[src/rtl/mem_access_unit.sv]
// mem_access_unit: MEM-stage req/ack controller with stall, misalignment and timeout reporting
module mem_access_unit #(
    parameter int TIMEOUT = 16
) (
    input  logic        clk,
    input  logic        reset,
    input  logic        valid_in,
    input  logic [1:0]  M,
    input  logic [1:0]  WB,
    input  logic [31:0] ALU,
    input  logic [31:0] wdata_in,
    input  logic [4:0]  rdAddr_in,
    input  logic [31:0] dmem_rdata,
    input  logic        dmem_ack,
    output logic        dmem_req,
    output logic        dmem_we,
    output logic [31:0] dmem_addr,
    output logic [31:0] dmem_wdata,
    output logic [1:0]  WB_out,
    output logic [31:0] MemDout,
    output logic [31:0] ALU_out,
    output logic [4:0]  rdAddr_out,
    output logic        stall,
    output logic        misaligned,
    output logic        bus_error
);
    typedef enum logic [1:0] {IDLE, WAIT, RESP} state_t;
    localparam int CW = $clog2(TIMEOUT + 1);
    state_t      state_q, state_d;
    logic [CW-1:0] cnt_q, cnt_d;
    logic [31:0] addr_q, addr_d, wdata_q, wdata_d, data_q, data_d;
    logic [1:0]  wb_q, wb_d;
    logic [4:0]  rd_q, rd_d;
    logic        we_q, we_d, abort_q, abort_d;
    logic        mem_op, aligned;
    // next-state, latch capture and MEM/WB-facing outputs; reset forces every output low
    always_comb begin
        mem_op     = valid_in && (M != 2'b00);
        aligned    = ALU[1:0] == 2'b00;
        state_d    = state_q;
        cnt_d      = cnt_q;
        addr_d     = addr_q;
        wdata_d    = wdata_q;
        data_d     = data_q;
        wb_d       = wb_q;
        rd_d       = rd_q;
        we_d       = we_q;
        abort_d    = abort_q;
        dmem_req   = 1'b0;
        dmem_we    = 1'b0;
        dmem_addr  = addr_q;
        dmem_wdata = wdata_q;
        WB_out     = 2'b00;
        MemDout    = 32'd0;
        ALU_out    = addr_q;
        rdAddr_out = rd_q;
        stall      = 1'b0;
        misaligned = 1'b0;
        bus_error  = 1'b0;
        case (state_q)
            IDLE: begin
                WB_out     = (valid_in && M == 2'b00) ? WB : 2'b00;
                ALU_out    = ALU;
                rdAddr_out = rdAddr_in;
                misaligned = mem_op && !aligned;
                stall      = mem_op && aligned;
                if (mem_op && aligned) begin
                    state_d = WAIT;
                    cnt_d   = '0;
                    addr_d  = ALU;
                    wdata_d = wdata_in;
                    wb_d    = WB;
                    rd_d    = rdAddr_in;
                    we_d    = M[1];
                    data_d  = 32'd0;
                    abort_d = 1'b0;
                end
            end
            WAIT: begin
                dmem_req = 1'b1;
                dmem_we  = we_q;
                stall    = 1'b1;
                cnt_d    = cnt_q + CW'(1);
                if (dmem_ack) begin
                    data_d  = we_q ? 32'd0 : dmem_rdata;
                    state_d = RESP;
                end else if (cnt_q == CW'(TIMEOUT - 1)) begin
                    abort_d = 1'b1;
                    state_d = RESP;
                end
            end
            RESP: begin
                WB_out    = abort_q ? 2'b00 : wb_q;
                MemDout   = data_q;
                bus_error = abort_q;
                state_d   = IDLE;
                cnt_d     = '0;
            end
            default: state_d = IDLE;
        endcase
        if (reset) begin
            dmem_req   = 1'b0;
            dmem_we    = 1'b0;
            dmem_addr  = 32'd0;
            dmem_wdata = 32'd0;
            WB_out     = 2'b00;
            MemDout    = 32'd0;
            ALU_out    = 32'd0;
            rdAddr_out = 5'd0;
            stall      = 1'b0;
            misaligned = 1'b0;
            bus_error  = 1'b0;
        end
    end
    // state and latch registers
    always_ff @(posedge clk) begin
        if (reset) begin
            state_q <= IDLE;
            cnt_q   <= '0;
            addr_q  <= 32'd0;
            wdata_q <= 32'd0;
            data_q  <= 32'd0;
            wb_q    <= 2'b00;
            rd_q    <= 5'd0;
            we_q    <= 1'b0;
            abort_q <= 1'b0;
        end else begin
            state_q <= state_d;
            cnt_q   <= cnt_d;
            addr_q  <= addr_d;
            wdata_q <= wdata_d;
            data_q  <= data_d;
            wb_q    <= wb_d;
            rd_q    <= rd_d;
            we_q    <= we_d;
            abort_q <= abort_d;
        end
    end
endmodule

[config.mk]
export PLATFORM = sky130hd
export DESIGN_NAME = mem_access_unit
export DESIGN_NICKNAME = d
export VERILOG_FILES = /design/src/rtl/mem_access_unit.sv
export SDC_FILE = /design/constraint.sdc
export NUM_CORES = 1
export LEC_CHECK = 0
export CORE_MARGIN = 2
export CORE_UTILIZATION = 42
export CTS_CLUSTER_SIZE = 12
export DETAILED_ROUTE_END_ITERATION = 8
export GPL_TIMING_DRIVEN = 0
export PLACE_DENSITY_LB_ADDON = 0.12
export SLEW_MARGIN = 20
export SYNTH_ARGS = -nofsm -noshare
export SYNTH_HDL_FRONTEND = slang
export SYNTH_SLANG_ARGS = --single-unit
[constraint.sdc]
create_clock -name clk -period 2.5 [get_ports clk]
set_input_delay 0.25 -clock clk [delete_from_list [all_inputs] [get_ports clk]]
set_output_delay 0.25 -clock clk [all_outputs]
set_load 0.05 [all_outputs]
==> insert_results.sql <==
INSERT INTO impl_metrics (metric_group, metric, value, unit) VALUES
('run_status', 'outcome', 'completed', ''),
('place', 'gp_congestion', '0.8269', ''),
('place', 'port_buffers', '247', ''),
('sta', 'post_layout_minimum_cycle_time', '2395', 'ps'),
('synthesis', 'synth_warnings', '0', ''),
('detailed_routing', 'antenna_left', '0', ''),
('min_path', 'path_category_of_the_worst_min_delay_check', 'input pin to flip-flop', ''),
('critical_path', 'critical_path.slowest_cell', 'clkbuf_2', ''),
('detailed_routing', 'drt_pass1_iterations', '5', ''),
('sta', 'finalMaxSlewViolations', '0', ''),
('finish', 'final_core_utilization', '66.39', '%'),
('critical_path', 'worst_setup_path_end_kind', 'output pin', ''),
('floorplanning', 'io_pins', '249', ''),
('cts', 'clock_insertion_delay_worst_skew', '350', 'ps'),
('power_and_ir_drop', 'share_comb_of_total_power', '21.6', '%'),
('power_and_ir_drop', 'pwr_density_cell', '496.2', 'nW/um^2'),
('synthesis', 'ys_seq_area_share', '41.29', '%'),
('detailed_routing', 'vias', '5598', ''),
('synthesis', 'synth.mux.area_fraction', '6.820', '%'),
('global_routing', 'grt_start_max_net_pins', '17', ''),
('synthesis', 'syn_area', '5430', 'sq um'),
('critical_path', 'critical_path.top_delay_family', 'buffers and inverters', ''),
('floorplanning', 'rows', '41', ''),
('cts', 'cts.htree.levels', '3', ''),
('sta', 'finalClockSkew', '4.661', 'ps'),
('synthesis', 'netlist.area_leader.share', '41.29', '%'),
('place', 'place_ws', '-576.8', 'ps'),
('global_routing', 'antenna_found_initial', '0', ''),
('critical_path', 'worst-path-buf-inv', '4', ''),
('sta', 'hold_violations', '0', ''),
('cts', 'post_cts.repair.setup_buffers', '0', ''),
('cts', 'clk_path_buf_depth', '2', ''),
('synthesis', 'synth_xor_area_share', '0', '%'),
('critical_path', 'cp_data_arrival_time', '2150', 'ps'),
('power_and_ir_drop', 'seqPwrFrac', '44.3', '%'),
('finish', 'final_nets', '1086', ''),
('sta', 'achievable-frequency', '417.5', 'MHz'),
('cts', 'cts_sinks', '112', ''),
('place', 'placed_wire_length_estimate_after_detailed_placement', '12730', 'microns'),
('flow_run', 'drv_cap', '0', ''),
('critical_path', 'crit_path_max_fanout', '10', ''),
('finish', 'area_delta_synth_final', '54.29', '%'),
('floorplanning', 'placeable_core_area', '12620', 'sq um'),
('sta', 'setup-violations-final', '0', ''),
('power_and_ir_drop', 'net-switching-power', '1197', 'uW'),
('floorplanning', 'die_area', '13850', 'sq um'),
('floorplanning', 'initial_core_util', '43.03', '%'),
('global_routing', 'grt_pass1_vias', '5133', ''),
('synthesis', 'post_synth_num_cell_types', '36', ''),
('cts', 'cts-buffers-inserted', '9', ''),
('power_and_ir_drop', 'pwr-share-clk', '34.1', '%'),
('synthesis', 'synth_area_leaders', 'dfxtp_1, nand2_1, nor2b_1', ''),
('sta', 'tightestPinTransition', '673.4', 'ps'),
('critical_path', 'required', '2250', 'ps'),
('detailed_routing', 'via_per_inst', '4.872', ''),
('synthesis', 'synth_fp_nets', '828', ''),
('synthesis', 'synth-seq-cells', '112', ''),
('finish', 'layout_cells_sized_above_1', '10.95', '%'),
('sta', 'rsz0062_at_grt', 'yes', ''),
('power_and_ir_drop', 'ir_drop', '0.3121', 'mV'),
('critical_path', 'criticalPathCategory', 'flip-flop to output pin', ''),
('synthesis', 'post_synthesis_simple_gate_area_fraction', '33.96', '%'),
('cts', 'clk_pin_slew', '70', 'ps'),
('power_and_ir_drop', 'power.internal', '2960', 'uW'),
('synthesis', 'synth_top_cell_by_area', 'dfxtp_1', ''),
('synthesis', 'synth-adder-area-share', '1.152', '%'),
('critical_path', 'cells_along_the_critical_path', 'inv_1, ha_1, buf_2, clkbuf_2, mux2i_1, nor2_1, clkdlybuf4s15_2', ''),
('power_and_ir_drop', 'swShare', '28.79', '%'),
('cts', 'cts-hold-fix-buffers', '0', ''),
('synthesis', 'ys_dominant_reg_cell', 'dfxtp_1', ''),
('sta', 'period_share', '95.80', '%');
## cell type report
| class | instances | area (sq um) |
|---|---|---|
| buffer | 56 | 269.0 |
| sequential | 112 | 2242 |
| timing repair buffer | 247 | 2414 |
| clock inverter | 3 | 42.54 |
| fill | 1190 | 4242 |
| clock buffer | 13 | 240.2 |
| multi-input combinational | 539 | 2929 |
| tap | 172 | 215.2 |
| inverter | 7 | 26.28 |
## flip-flops by register name, summed over array words and instances, names as in the netlist
signal,flops
wb_q,2
cnt_q,5
addr_q,32
rd_q,5
we_q,1
state_q,2
data_q,32
abort_q,1
wdata_q,32
## final timing paths
check,from,endpoint,depth (start not counted)
max reg2reg,state_q[0]$_SDFFE_PP0P_,addr_q[15]$_SDFFE_PP0P_,8
max,state_q[0]$_SDFFE_PP0P_,ALU_out[16],7
min,wdata_in[13],wdata_q[13]$_SDFFE_PP0P_,3
min reg2reg,wdata_q[17]$_SDFFE_PP0P_,wdata_q[17]$_SDFFE_PP0P_,2
## power groups by stage
stage	combinational [uW]	clock, uW	sequential (uW)
6_report	898	1420	1840
5_1_grt	962	1530	1850
4_1_cts	904	1450	1840
3_5_place_dp	925	0	1880
3_3_place_gp	925	0	1880
2_1_floorplan	531	0	1880
## cell usage in the layout, fill, tap and decap left out, types with 2 or more instances in the layout
master / netlist / final
clkdlybuf4s50_1: 0 / 171
nand2_1: 148 / 148
dfxtp_1: 112 / 112
a21oi_1: 75 / 75
nor2b_1: 66 / 65
nor2_1: 42 / 41
clkdlybuf4s15_2: 0 / 41
mux2i_1: 37 / 37
and2_1: 36 / 36
nand3_1: 36 / 36
clkbuf_2: 3 / 35
nand2b_1: 35 / 35
o21ai_0: 31 / 31
clkbuf_1: 39 / 29
dlygate4sd2_1: 0 / 14
buf_2: 10 / 10
clkbuf_16: 0 / 9
inv_1: 7 / 7
ha_1: 5 / 5
nand3b_1: 4 / 4
o21ai_1: 4 / 4
buf_4: 3 / 3
a31oi_1: 3 / 3
buf_6: 0 / 2
nor3_1: 2 / 2
## cells in the mapped netlist (10+ instances only)
cell type,instances
and2_1,36
mux2i_1,37
nand2_1,148
nor2_1,42
a21oi_1,75
o21ai_0,31
nand3_1,36
clkbuf_1,39
buf_2,10
nor2b_1,66
dfxtp_1,112
nand2b_1,35
## worst reg2reg max path: cells and delay by family, from the launching register on
kind            cells  cell delay [ps]
buf+inv             3              610
simple gates        3              910
flops               1              310
compound gates      1              130
fa+ha+maj           1              160
## timing repair
item	4_1_cts	5_1_grt
hold endpoints to repair	0	0
resized for setup	173	55
endpoints found under the setup margin	134	167
## stage by stage
step                      power [uW]  hold WS [ps]  instance area [sq um]  std cells  setup TNS (ps)
after CTS                       4193         435.6                   8424       1149               0
final                           4157         444.2                   8378       1149               0
after detailed placement        2808         442.0                   8118       1133          -23020
after floorplan                 2408         380.4                   5430        714               0
after global placement          2806         437.0                   8118       1133          -24110
after global routing            4335         456.7                   8378       1149          -11.91
## kinds of logic after synthesis
logic type / after synthesis
buffers and inverters: 63
adder cells (fa/ha/maj): 5
multiplexers: 37
flip-flops: 112
AND/OR/NAND/NOR: 376
AO/OA/AOI/OAI: 121
## metal layers
| layer | wire [microns] | up-vias | GRT usage, % |
|---|---|---|---|
| li1 | - | 2851 | - |
| met1 | 7435 | 2548 | 29.66 |
| met2 | 7908 | 170 | 39.21 |
| met3 | 1269 | 29 | 7.946 |
| met4 | 432 | 0 | 8.584 |
| met5 | 0 | - | 0 |
Note: power is estimated with default switching activity, not from simulation.
